File: src/rtl/rb_addr_sequencer.sv
// rtl/rb_addr_sequencer.sv - row-buffer BRAM address sequencer with frame control
// Optional feature macro: ADDRGEN_MULTIFRAME_EN (keep E_MEM_ADDR running across frames).
module rb_addr_sequencer #(
    parameter int RBS      = 4,
    parameter int RB_DEPTH = 512,
    parameter int IMG_ROWS = 512,
    parameter int EMEM_AW  = 18
) (
    input  logic                                clk,
    input  logic                                rst,
    input  logic                                start,
    input  logic                                en_e_mem_addr,
    input  logic                                en_w_bram_addr,
    input  logic                                en_r_bram_addr,
    output logic [EMEM_AW-1:0]                  E_MEM_ADDR,
    output logic [$clog2(RBS*RB_DEPTH)-1:0]     W_BRAM_ADDR,
    output logic [$clog2(RB_DEPTH)-1:0]         R_BRAM_ADDR,
    output logic [$clog2(RBS)-1:0]              wr_row,
    output logic [$clog2(RBS)-1:0]              rd_top_row,
    output logic                                window_valid,
    output logic                                row_done,
    output logic                                frame_done,
    output logic                                busy
);

    localparam int LW = $clog2(RB_DEPTH);
    localparam int RW = $clog2(RBS);
    localparam int CW = $clog2(IMG_ROWS + 1);

    localparam logic [1:0] S_IDLE = 2'd0;
    localparam logic [1:0] S_RUN  = 2'd1;
    localparam logic [1:0] S_DONE = 2'd2;

    logic [1:0]    state;
    logic [LW-1:0] wr_loc;
    logic [CW-1:0] rows_wr;
    logic [CW-1:0] rows_rd;

    logic wr_done, rd_done, do_wr, do_rd, wr_wrap, rd_wrap, wr_done_nxt, rd_done_nxt;

    always_comb begin
        wr_done     = (rows_wr == CW'(IMG_ROWS));
        rd_done     = (rows_rd == CW'(IMG_ROWS));
        do_wr       = (state == S_RUN) && en_w_bram_addr && !wr_done;
        do_rd       = (state == S_RUN) && en_r_bram_addr && !rd_done;
        wr_wrap     = do_wr && (wr_loc == LW'(RB_DEPTH - 1));
        rd_wrap     = do_rd && (R_BRAM_ADDR == LW'(RB_DEPTH - 1));
        // Completion seen one edge early so DONE is entered on the completing edge.
        wr_done_nxt = wr_done || (wr_wrap && (rows_wr == CW'(IMG_ROWS - 1)));
        rd_done_nxt = rd_done || (rd_wrap && (rows_rd == CW'(IMG_ROWS - 1)));
    end

    always_ff @(posedge clk) begin
        if (rst) begin
            state        <= S_IDLE;
            E_MEM_ADDR   <= '1;
            W_BRAM_ADDR  <= '0;
            R_BRAM_ADDR  <= '0;
            wr_loc       <= '0;
            wr_row       <= '0;
            rd_top_row   <= RW'(1);
            rows_wr      <= '0;
            rows_rd      <= '0;
            window_valid <= 1'b0;
            row_done     <= 1'b0;
            frame_done   <= 1'b0;
            busy         <= 1'b0;
        end else begin
            row_done   <= 1'b0;
            frame_done <= 1'b0;
            case (state)
                S_IDLE: begin
                    if (start) begin
                        state        <= S_RUN;
                        busy         <= 1'b1;
                        W_BRAM_ADDR  <= '0;
                        R_BRAM_ADDR  <= '0;
                        wr_loc       <= '0;
                        wr_row       <= '0;
                        rd_top_row   <= RW'(1);
                        rows_wr      <= '0;
                        rows_rd      <= '0;
                        window_valid <= 1'b0;
`ifndef ADDRGEN_MULTIFRAME_EN
                        E_MEM_ADDR   <= '1;
`endif
                    end
                end
                S_RUN: begin
                    if (en_e_mem_addr)
                        E_MEM_ADDR <= E_MEM_ADDR + 1'b1;
                    if (do_wr) begin
                        // RBS is a power of two, so loc*RBS + wr_row is a concatenation.
                        W_BRAM_ADDR <= {wr_loc, wr_row};
                        wr_loc      <= wr_loc + 1'b1;
                        if (wr_wrap) begin
                            wr_row     <= wr_row + 1'b1;
                            rd_top_row <= wr_row + RW'(2);
                            row_done   <= 1'b1;
                            rows_wr    <= rows_wr + 1'b1;
                            if (rows_wr == CW'(RBS - 2))
                                window_valid <= 1'b1;
                        end
                    end
                    if (do_rd) begin
                        R_BRAM_ADDR <= R_BRAM_ADDR + 1'b1;
                        if (rd_wrap)
                            rows_rd <= rows_rd + 1'b1;
                    end
                    if (wr_done_nxt && rd_done_nxt) begin
                        state      <= S_DONE;
                        frame_done <= 1'b1;
                    end
                end
                S_DONE: begin
                    state <= S_IDLE;
                    busy  <= 1'b0;
                end
                default: begin
                    state <= S_IDLE;
                    busy  <= 1'b0;
                end
            endcase
        end
    end

endmodule

File: config.mk
export PLATFORM = sky130hd
export DESIGN_NAME = rb_addr_sequencer
export DESIGN_NICKNAME = d
export VERILOG_FILES = /design/src/rtl/rb_addr_sequencer.sv
export SDC_FILE = /design/constraint.sdc
export NUM_CORES = 1
export LEC_CHECK = 0
export ABC_AREA = 1
export CAP_MARGIN = 10
export CORE_ASPECT_RATIO = 0.5
export CORE_MARGIN = 3
export CORE_UTILIZATION = 60
export DETAILED_ROUTE_END_ITERATION = 8
export GPL_TIMING_DRIVEN = 0
export PLACE_DENSITY = 0.86
export RECOVER_POWER = 25
export SYNTH_ARGS = -nofsm -noshare
export SYNTH_HDL_FRONTEND = slang
export SYNTH_SLANG_ARGS = --single-unit
File: constraint.sdc
create_clock -name clk -period 2.7 [get_ports clk]
set_input_delay 0.54 -clock clk [delete_from_list [all_inputs] [get_ports clk]]
set_output_delay 0.54 -clock clk [all_outputs]
set_load 0.005 [all_outputs]
=== Word level (Yosys, flattened, before mapping) ===
Index checks and enable logic that the tools add are counted.

* Flip-flop bits (word level): 77
* Latch bits: 0
* Bits in writable memories: 0
* Bits in read-only memories: 0
* Input bits: 6
* Output and inout port bits: 46
* Logic and storage cells: 100
* Memories: 0

* $add $sub $neg: 7
* Multiply operators: 0
* Div/mod/pow operators: 0
* $lt $le $gt $ge: 0
* Equal/unequal tests: 16
* Shift operators: 0
* Muxes and demuxes: 37
* Bitwise logic cells: 2
* Reductions and logical operators: 25

{| class="wikitable"
|+ Operator list
! cell !! count
|-
| $mux 10 || 5
|-
| $pmux 10 s2 || 2
|-
| $mux 18 || 2
|-
| $pmux 18 s2 || 1
|-
| $pmux 9 s2 || 2
|-
| $mux 9 || 3
|-
| $mux 11 || 2
|-
| $pmux 11 s2 || 1
|-
| $add 10x1->10 const B || 2
|-
| $eq 10x10->1 const B || 2
|-
| $eq 10x9->1 const B || 2
|-
| $add 18x1->18 const B || 1
|-
| $add 9x1->9 const B || 2
|-
| $eq 9x9->1 const B || 2
|-
| $mux 2 || 7
|-
| $ne 2x2->1 const B || 6
|-
| $pmux 2 s2 || 3
|-
| $eq 10x2->1 const B || 1
|-
| $logic_and 1x1->1 || 9
|-
| $reduce_and 3->1 || 3
|-
| $reduce_and 4->1 || 2
|-
| $mux 1 || 7
|-
| $reduce_and 5->1 || 1
|-
| $ne 2x1->1 const B || 2
|-
| 12 further kinds || 17
|}

=== Logic depth before layout (Yosys ltp) ===
Gate-level depths: netlist (run 1).

* Depth after elaboration: 9
* Mapped depth: 12
* Gate-level depth less buffers: 12

=== Least setup slack after synthesis (run 1) ===
Ideal clock, no wire load.

* Kind: reg2reg
* Start point: register R_BRAM_ADDR[0]
* End point: register rows_rd[9]
* Setup time: 0.072 ns
* Arrival time: 1.599 ns
* Required time: 2.628 ns
* Slack: 1.029 ns
* Cell stages (with the launch flop): 10
* Clock period less this slack: 1.671 ns
* Path through: dfxtp_1 ha_1 nand4_1 nor3b_1 ha_1 nand3_1 nand2_1 buf_2 nand3_1 a21oi_1

* Longest elaborated chain between the ends: 4

{| class="wikitable"
|+ RTL lines
! what !! line !! text
|-
| start, declared || 17 || <nowiki>output logic [$clog2(RB_DEPTH)-1:0] R_BRAM_ADDR,</nowiki>
|-
| start signal, assigned || 106 || <nowiki>R_BRAM_ADDR <= R_BRAM_ADDR + 1'b1;</nowiki>
|-
| $eq 9x9->1 || 47 || <nowiki>rd_wrap = do_rd && (R_BRAM_ADDR == LW'(RB_DEPTH - 1));</nowiki>
|-
| $logic_and 1x1->1 || 47 ||
|-
| $ne 2x2->1 (no source line) || - ||
|-
| $reduce_and 4->1 (no source line) || - ||
|-
| end signal, assigned || 108 || <nowiki>rows_rd <= rows_rd + 1'b1;</nowiki>
|-
| end, declared || 37 || <nowiki>logic [CW-1:0] rows_rd;</nowiki>
|}

Every way passes these cells.
A chain may end at the register's enable or synchronous reset.

=== Worst setup path in the final report (run 1) ===
* Start point: input port start
* End point: register E_MEM_ADDR[12]

* Longest elaborated chain between the ends: 2

{| class="wikitable"
|+ RTL lines
! what !! line !! text
|-
| start, declared || 11 || <nowiki>input logic start,</nowiki>
|-
| $ne 2x2->1 (no source line) || - ||
|-
| $reduce_and 3->1 (no source line) || - ||
|-
| end signal, assigned || 91 || <nowiki>E_MEM_ADDR <= E_MEM_ADDR + 1'b1;</nowiki>
|-
| end, declared || 15 || <nowiki>output logic [EMEM_AW-1:0] E_MEM_ADDR,</nowiki>
|}

Every way passes these cells.

==> impl_metrics.py, run 1 <==
metrics = {
    "floorplan": {
        "core_area_um2": 6306,
        "die_y_um": 64.18,
        "dieArea_um2": 7852,
        "row_count": 20,
        "fp.dieW_um": 122.4,
        "io_pins": 52,
        "initial_core_util_pct": 64.40,
    },
    "grt": {
        "met2_usage_pct": 44.77,
        "grt_overflow": 0,
        "grt_pass1_vias": 3718,
        "grt_pass1_wl_um": 17130,
        "grt_usage_pct": 27.34,
        "antenna_found_initial": 0,
        "grt_max_degree": 13,
        "met3_usage_pct": 6.720,
        "use_met1_pct": 36.10,
        "grt-busiest-layer": "met2",
    },
    "synth": {
        "yosys_warnings": 0,
        "syn_area_um2": 4061,
        "ys_ff_latch": 77,
        "yosysUniqueCellTypes": 35,
        "synth_fp_nets": 606,
        "syn_avg_cell_area_um2": 6.884,
        "yosysSeqAreaShare_pct": 37.95,
        "syn_inst": 590,
    },
    "clock_network": {
        "cts.htree.levels": 3,
        "cts_made_buffers": 9,
        "postCtsSetupRepairBufs": 0,
        "clock-root-buffer": "clkbuf_16",
        "tritoncts": "yes",
        "path_clk_slew_ns": 0.06,
        "insertion_delay_ns": 0.33,
        "cts-resized-gates": 0,
        "cts_num_sinks": 77,
        "clock_path_buffers": 2,
        "postCtsHoldBufs": 0,
    },
    "worst_setup_path": {
        "start_kind": "input port",
        "path_class": "in -> reg",
        "crit_arrival_ns": 2.40,
        "end_kind": "flop",
        "crit_required_ns": 2.93,
        "path_max_fanout": 9,
    },
    "cells_and_area": {
        "drive_gt1_share_pct": 9.604,
        "final_cell_mix": "nand2_1, dfxtp_1, nand3_1",
        "diodes": 0,
        "finalInstanceArea_um2": 4966,
        "final_nets": 667,
        "stdcell_count": 744,
        "area_growth_pct": 22.27,
        "mostFrequentLayoutCell": "nand2_1",
    },
    "sta": {
        "min_period_ns": 2.172,
        "max_clock_freq_ghz": 0.4604,
        "period_share_pct": 80.45,
        "fin_skew_ns": 0.004060,
        "hold_viol": 0,
        "final_max_slew_viol_count": 0,
        "relSlewSlack_pct": 50.16,
        "finalWorstSetupSlack_ns": 0.5279,
        "timing.setup.tns_ns": 0,
        "worst_pin_slew_ns": 0.7476,
        "rsz0062_at_grt": "no",
        "setup-violations-final": 0,
    },
    "drt": {
        "via_per_inst": 5.383,
        "drt-total-wl_um": 9778,
        "drtAntennaViolNets": 0,
        "num_vias": 4005,
        "wl_per_cell_um": 13.14,
        "first_pass_iters": 4,
        "drc": 0,
        "drt-initial-drc-count": 317,
    },
    "place": {
        "placed_cell_area_um2": 4672,
        "place_congestion": 0.9174,
        "dp_hpwl_um": 6896,
        "pre_cts_ws_ns": 0.4798,
        "io_buffers": 50,
        "placed_cells_incl_taps": 728,
    },
    "pwr": {
        "switchingPower_mw": 0.7417,
        "powerDensity_nw_per_um2": 577.2,
        "peakVddDrop_v": 0.0004625,
        "p_clk_share_pct": 43.5,
        "swShare_pct": 25.88,
        "power_frac_seq_pct": 42.4,
        "comb_power_share_pct": 14.1,
        "p_leak_nw": 2.073,
        "internal-power_mw": 2.125,
    },
    "job": {
        "maxCapViolCount": 0,
    },
    "worst_hold_path": {
        "hold_class": "reg -> reg",
    },
    "run_status": {
        "status": "completed",
    },
}
-- state kept, by name, summed over array words and instances, names as in the netlist --
signal,cells
rows_rd,10
frame_done,1
W_BRAM_ADDR,11
state,2
rd_top_row,2
row_done,1
wr_loc,9
window_valid,1
rows_wr,10
wr_row,2
E_MEM_ADDR,18
busy,1
R_BRAM_ADDR,9
-- routing by layer --
layer	up-vias	part of all wire [%]
li1	2038	-
met1	1826	46
met5	-	0
met2	123	45
met3	18	7.3
met4	0	1.5
-- through the flow --
| stage | hold slack (ns) | total power, mW | utilization [%] |
|---|---|---|---|
| after floorplan | 0.4466 | 1.501 | - |
| after global placement | 0.4527 | 1.633 | 74.09 |
| after detailed placement | 0.4496 | 1.642 | 74.09 |
| after CTS | 0.4661 | 2.884 | 79.05 |
| after global routing | 0.4810 | 2.986 | 78.75 |
| final | 0.4599 | 2.866 | 78.75 |
-- cell families after synthesis --
logic type | count (synthesis) | synth area share, %
and+or+nand+nor | 330 | 37.31
xor gates and xnor gates | 9 | 1.941
adders and majority gates | 10 | 3.081
buffers and inverters | 85 | 9.057
AOI/OAI and AO/OA | 79 | 10.66
DFF | 77 | 37.95
-- cell usage after synthesis --
cell type	n	area, µm²
nand2_4	2	22.52
nand2_2	14	87.58
o21ai_0	15	75.07
o22ai_1	1	6.260
nor2_1	69	259.0
dfxtp_1	77	1541
nand3_2	1	10.01
buf_2	2	10.01
nor3_1	11	55.05
a21oi_2	9	78.83
nand3b_1	4	30.03
buf_12	1	20.02
nor2_4	2	22.52
nand2_1	133	499.2
or2_2	2	12.51
a21oi_1	47	235.2
and3_1	2	12.51
xor2_1	5	43.79
buf_1	2	7.510
nand4_1	12	75.07
clkbuf_1	8	30.03
inv_2	6	22.52
nand3_4	2	35.03
o21a_1	1	7.510
o21ai_1	6	30.03
buf_6	3	33.78
nor3_2	1	10.01
buf_4	2	15.01
nor3b_1	1	7.510
xnor2_1	4	35.03
nand3_1	69	345.3
clkinv_1	4	15.01
inv_1	57	214.0
ha_1	10	125.1
nor2_2	5	31.28
-- worst paths after layout --
path | end | depth (start not counted) | start | slack [ns]
min | W_BRAM_ADDR[7] | 2 | W_BRAM_ADDR[7] | 0.46
max | E_MEM_ADDR[12] | 10 | start | 0.53
max reg2reg | rows_wr[4] | 10 | wr_loc[1] | 0.57
min reg2reg | W_BRAM_ADDR[7] | 2 | W_BRAM_ADDR[7] | 0.46
-- worst max-delay path: stages --
cell           delay [ns]
dlygate4sd3_1        0.52
inv_1                0.05
nor2_1               0.08
nand2_1              0.19
nand2_1              0.37
inv_2                0.14
nor3_2               0.29
nor2_1               0.08
nor2_1               0.10
nand2_1              0.06
-- power groups by stage --
stage	sequential, mW	clock [mW]	combinational (mW)
finish	1.21	1.25	0.405
floorplan	1.23	0	0.267
global placement	1.24	0	0.396
CTS	1.21	1.26	0.408
detailed placement	1.24	0	0.404
global route	1.22	1.31	0.460
-- cell type report --
class | count | area, µm²
Sequential cell | 77 | 1541
Inverter | 67 | 251.5
Tap cell | 88 | 110.1
Buffer | 18 | 112.6
Timing Repair Buffer | 50 | 500.5
Fill cell | 496 | 1340
Multi-Input combinational cell | 428 | 2137
Clock inverter | 3 | 42.54
Clock buffer | 13 | 270.3
(Power assumes the default switching activity.)
==> run 2: changes to the inputs <==
Settings changed: CORE_UTILIZATION 60 to 50, PLACE_DENSITY 0.86 to 0.76.
Clock period 2.7 ns to 1.9 ns, I/O delays scaled along.
==> run 2 against run 1 <==
Effect of this change: combinational power is 46% higher; setup slack worse by 0.46 ns; power rose by 49%; largest cell class unchanged; flip-flop and latch count unchanged; critical path type is now reg -> reg; routed wire length is 2.9% higher.
==> impl_metrics.py, run 2 (synthesis results as in run 1) <==
metrics = {
    "floorplan": {
        "io_pins": 52,
        "fp.dieW_um": 133.5,
        "row_count": 22,
        "dieArea_um2": 9306,
        "core_area_um2": 7597,
        "die_y_um": 69.73,
        "initial_core_util_pct": 53.46,
    },
    "cells_and_area": {
        "final_cell_mix": "nand2_1, nand3_1, dfxtp_1",
        "area_growth_pct": 26.83,
        "largest_register_ffs": 18,
        "regMostFlops": "E_MEM_ADDR",
        "fillCellCount": 649,
        "finalInstanceArea_um2": 5151,
        "drive_gt1_share_pct": 13.79,
        "mostFrequentLayoutCell": "nand2_1",
        "diodes": 0,
        "final_nets": 671,
        "largest_registers": "E_MEM_ADDR (18), W_BRAM_ADDR (11)",
    },
    "sta": {
        "setup-violations-final": 0,
        "max_clock_freq_ghz": 0.5469,
        "final_max_slew_viol_count": 0,
        "period_share_pct": 96.23,
        "hold_viol": 0,
        "min_period_ns": 1.828,
        "fin_skew_ns": 0.005872,
        "worst_pin_slew_ns": 0.7029,
        "relSlewSlack_pct": 53.14,
    },
    "worst_hold_path": {
        "hold_class": "reg -> reg",
    },
    "worst_setup_path": {
        "endpoint": "rows_wr[4]",
        "start_kind": "flop",
        "crit_arrival_ns": 2.02,
        "path_class": "reg -> reg",
        "r2r.worst_path.cells": 11,
        "reg2reg_to": "rows_wr[4]",
        "crit_start": "wr_loc[3]",
        "path_max_fanout": 10,
        "end_kind": "flop",
        "rrSetupSlack_ns": 0.07,
        "crit_required_ns": 2.10,
        "crit-reg2reg-launch": "wr_loc[3]",
    },
    "clock_network": {
        "cts_num_sinks": 77,
        "tritoncts": "yes",
        "insertion_delay_ns": 0.33,
        "clock_path_buffers": 2,
        "cts.htree.levels": 3,
        "clock-root-buffer": "clkbuf_16",
        "cts_made_buffers": 9,
        "path_clk_slew_ns": 0.06,
        "postCtsHoldBufs": 0,
    },
    "grt": {
        "grt_max_degree": 13,
        "grt_overflow": 0,
        "grt_usage_pct": 22.16,
        "grt_pass1_vias": 3624,
        "grt_pass1_wl_um": 16950,
        "antenna_found_initial": 0,
    },
    "drt": {
        "drt-total-wl_um": 10060,
        "drt-initial-drc-count": 241,
        "first_pass_iters": 5,
        "drtAntennaViolNets": 0,
        "via_per_inst": 5.143,
        "wl_per_cell_um": 13.10,
        "drc": 0,
        "num_vias": 3950,
    },
    "pwr": {
        "powerDensity_nw_per_um2": 827.7,
        "total_power_mw": 4.264,
        "peakVddDrop_v": 0.0005449,
        "p_leak_nw": 2.118,
    },
    "job": {
        "maxCapViolCount": 0,
    },
    "place": {
        "io_buffers": 50,
        "place_congestion": 0.8864,
        "placed_cell_area_um2": 4697,
        "dp_hpwl_um": 6980,
    },
    "run_status": {
        "status": "completed",
    },
}
## run 2: cell count changes in the layout (fill, tap and decap cells not counted), sizes merged
cell           before  now
buf                 8   13
bufinv              1    2
clkbuf             23   22
clkdlybuf4s50      32   26
clkinv              5    4
dlygate4sd3        18   24
## run 2: through the flow
stage	setup WS, ns	util [%]	TNS, ns	std cells	hold WS [ns]
final	0.07159	67.80	0	768	0.4571
after global routing	-0.02988	67.80	-0.05969	768	0.4839
after detailed placement	-0.2240	61.82	-4.674	748	0.4510
after global placement	-0.2118	61.82	-3.924	748	0.4403
after floorplan	0.2285	-	0	590	0.4466
after CTS	0.003617	66.67	0	764	0.4387
## run 2: layout make-up
class	count	area (µm²)	area share, %
Multi-Input combinational cell	428	2210	42.90
Sequential cell	77	1553	30.14
Timing Repair Buffer	54	530.5	10.30
Clock buffer	13	280.3	5.441
Inverter	67	255.2	4.955
Tap cell	108	135.1	2.623
Buffer	18	122.6	2.380
Clock inverter	3	65.06	1.263
## run 2: power breakdown
group          internal (mW)  total (mW)  switching, mW  leakage [nW]
Clock                   1.29        1.95          0.655         0.172
Combinational          0.238       0.590          0.352          1.32
Sequential              1.67        1.73         0.0589         0.628
## run 2: metal layers
metal	global-route usage (%)	vias to the layer above	part of all wire, %
met5	0	-	0
met4	6.271	0	1.3
met3	5.942	12	5.9
met2	35.11	96	45
met1	29.83	1794	48
li1	-	2048	-
## run 2: worst max-delay path, cell delays in order (launching register included)
cell     delay, ns
dfxtp_2       0.38
nand2_2       0.10
nor2_2        0.12
nand4_1       0.15
nor2_2        0.16
ha_2          0.22
nand3_4       0.10
nand2_4       0.12
nand2_4       0.07
buf_12        0.14
nand2_1       0.08
a21oi_2       0.05
## run 2: what timing repair did
item,4_1_cts,5_1_grt
hold endpoints to repair,0,0
setup endpoints to repair,20,36
resized for setup,8,18
pin swaps,0,5
buffers inserted,0,4
## run 2: worst min-delay path by stage
stage | slack, ns | depth (start not counted) | endpoint | from
5_1_grt | 0.48 | 2 | W_BRAM_ADDR[7] | W_BRAM_ADDR[7]
2_1_floorplan | 0.45 | 2 | window_valid | window_valid
6_report | 0.46 | 2 | rd_top_row[0] | rd_top_row[0]
3_3_place_gp | 0.44 | 2 | rd_top_row[0] | rd_top_row[0]
3_5_place_dp | 0.45 | 2 | rd_top_row[0] | rd_top_row[0]
4_1_cts | 0.44 | 2 | wr_loc[4] | rst
==> run 3: changes to the inputs <==
Settings changed: PLACE_DENSITY 0.76 to 0.73.
==> run 3 against run 2 <==
Effect of this change: setup slack improved by 0.0030 ns; cell count decreased by 0.13%; hold slack lost 0.067 ns; critical path depth did not move; flip-flop and latch count unchanged; die area is the same; clock skew hardly changed.
==> impl_metrics.py, run 3 (synthesis results as in run 1) <==
metrics = {
    "floorplan": {
        "io_pins": 52,
        "die_y_um": 69.73,
        "core_area_um2": 7597,
        "fp.dieW_um": 133.5,
        "row_count": 22,
        "dieArea_um2": 9306,
        "initial_core_util_pct": 53.46,
    },
    "grt": {
        "grt_max_degree": 13,
        "grt_usage_pct": 21.46,
        "antenna_found_initial": 0,
        "grt_overflow": 0,
        "met2_usage_pct": 35.90,
        "met3_usage_pct": 5.362,
        "grt-busiest-layer": "met2",
        "grt_pass1_wl_um": 16370,
        "grt_pass1_vias": 3662,
        "use_met1_pct": 27.07,
    },
    "clock_network": {
        "clock_path_buffers": 2,
        "tritoncts": "yes",
        "postCtsHoldBufs": 0,
        "cts.htree.levels": 3,
        "cts_made_buffers": 9,
        "cts_num_sinks": 77,
        "insertion_delay_ns": 0.34,
        "path_clk_slew_ns": 0.06,
        "clock-root-buffer": "clkbuf_16",
    },
    "job": {
        "maxCapViolCount": 0,
    },
    "cells_and_area": {
        "largest_register_ffs": 18,
        "fin_util_pct": 67.52,
        "largest_registers": "E_MEM_ADDR (18), W_BRAM_ADDR (11)",
        "diodes": 0,
        "multiInputGateArea_um2": 2226,
        "regMostFlops": "E_MEM_ADDR",
        "fillCellCount": 693,
        "mostFrequentLayoutCell": "nand2_1",
        "seq_area_um2": 1554,
        "final_nets": 670,
        "final_cell_mix": "nand2_1, dfxtp_1, nand3_1",
        "drive_gt1_share_pct": 13.81,
        "area_growth_pct": 26.31,
        "finalInstanceArea_um2": 5130,
    },
    "worst_setup_path": {
        "end_kind": "flop",
        "max_stage_delay_ns": 0.35,
        "r2r.worst_path.cells": 11,
        "crit-reg2reg-launch": "wr_loc[5]",
        "crit_required_ns": 2.09,
        "worst-path-buf-inv": 2,
        "path_depth": 11,
        "path_class": "reg -> reg",
        "path_max_fanout": 10,
        "crit_arrival_ns": 2.02,
        "start_kind": "flop",
        "cp_slowest_cell": "dfxtp_1",
        "crit_path_cell_trace": "inv_1 -> nor2_2 -> nand4_1 -> nor2_2 -> ha_4 -> nand3_4 -> nand2_4 -> nand2_4 -> buf_12 -> nand2_1 -> a21oi_2",
        "crit_start": "wr_loc[5]",
        "cp_top_family": "simple AND/OR/NAND/NOR gates",
    },
    "sta": {
        "hold_viol": 0,
        "min_period_ns": 1.825,
        "worst_pin_slew_ns": 0.6907,
        "fin_skew_ns": 0.005800,
        "period_share_pct": 96.07,
        "relSlewSlack_pct": 53.95,
        "setup-violations-final": 0,
        "final_max_slew_viol_count": 0,
        "max_clock_freq_ghz": 0.5478,
    },
    "worst_hold_path": {
        "whs_path_depth": 2,
        "min_from": "rst",
        "hold_class": "in -> reg",
    },
    "drt": {
        "drc": 0,
        "via_per_inst": 5.065,
        "drt-total-wl_um": 9928,
        "wl_per_cell_um": 12.94,
        "first_pass_iters": 4,
        "num_vias": 3885,
        "drtAntennaViolNets": 0,
        "drt-initial-drc-count": 162,
    },
    "pwr": {
        "peakVddDrop_v": 0.0004663,
        "p_leak_nw": 2.077,
        "powerDensity_nw_per_um2": 796.8,
    },
    "place": {
        "dp_hpwl_um": 7078,
        "placed_cell_area_um2": 4697,
        "place_congestion": 0.8859,
        "io_buffers": 50,
    },
    "run_status": {
        "status": "completed",
    },
}
run 3: routing by layer:
metal	vias to the layer above	share of wire [%]
met1	1761	47
li1	2045	-
met4	0	0.72
met2	73	47
met3	6	5.1
met5	-	0
run 3: timing repair:
action | in CTS | in global routing
resized for setup | 12 | 17
setup endpoints to repair | 21 | 34
pin swaps | 3 | 4
cloned | 0 | 1
endpoints found under the hold margin | 0 | 0
setup buffers | 1 | 1
run 3: cell type report:
type | count | share of cell area (%)
plain buffers | 18 | 2.390
multi-input cells | 428 | 43.39
repair buffers | 52 | 10.05
flip-flops and latches | 77 | 30.29
inverters | 67 | 5.049
repair inverters | 1 | 0.09756
clock inverters | 3 | 0.8293
well taps | 108 | 2.634
clock buffers | 13 | 5.268
run 3: worst paths after layout:
path                       end  slack (ns)
setup / recovery    rows_wr[4]        0.07
hold / removal       wr_loc[4]        0.39
setup reg to reg    rows_wr[4]        0.07
hold reg to reg   window_valid        0.44
run 3: report_power, final:
group          internal (mW)  switching [mW]  total (mW)  leakage, nW
Sequential              1.67          0.0595        1.73        0.629
Clock                   1.12           0.653        1.78        0.152
Combinational          0.238           0.346       0.584         1.30
run 3: through the flow:
| stage | setup TNS [ns] | hold slack (ns) | power, mW | setup slack, ns | cells |
|---|---|---|---|---|---|
| after detailed placement | -4.902 | 0.4409 | 2.339 | -0.1626 | 748 |
| after floorplan | 0 | 0.4466 | 2.134 | 0.2285 | 590 |
| after global placement | -4.535 | 0.4380 | 2.331 | -0.1653 | 748 |
| final | 0 | 0.3905 | 4.087 | 0.07463 | 767 |
| after CTS | 0 | 0.3935 | 4.127 | 0.01800 | 765 |
| after global routing | -0.03110 | 0.4436 | 4.287 | -0.02305 | 767 |
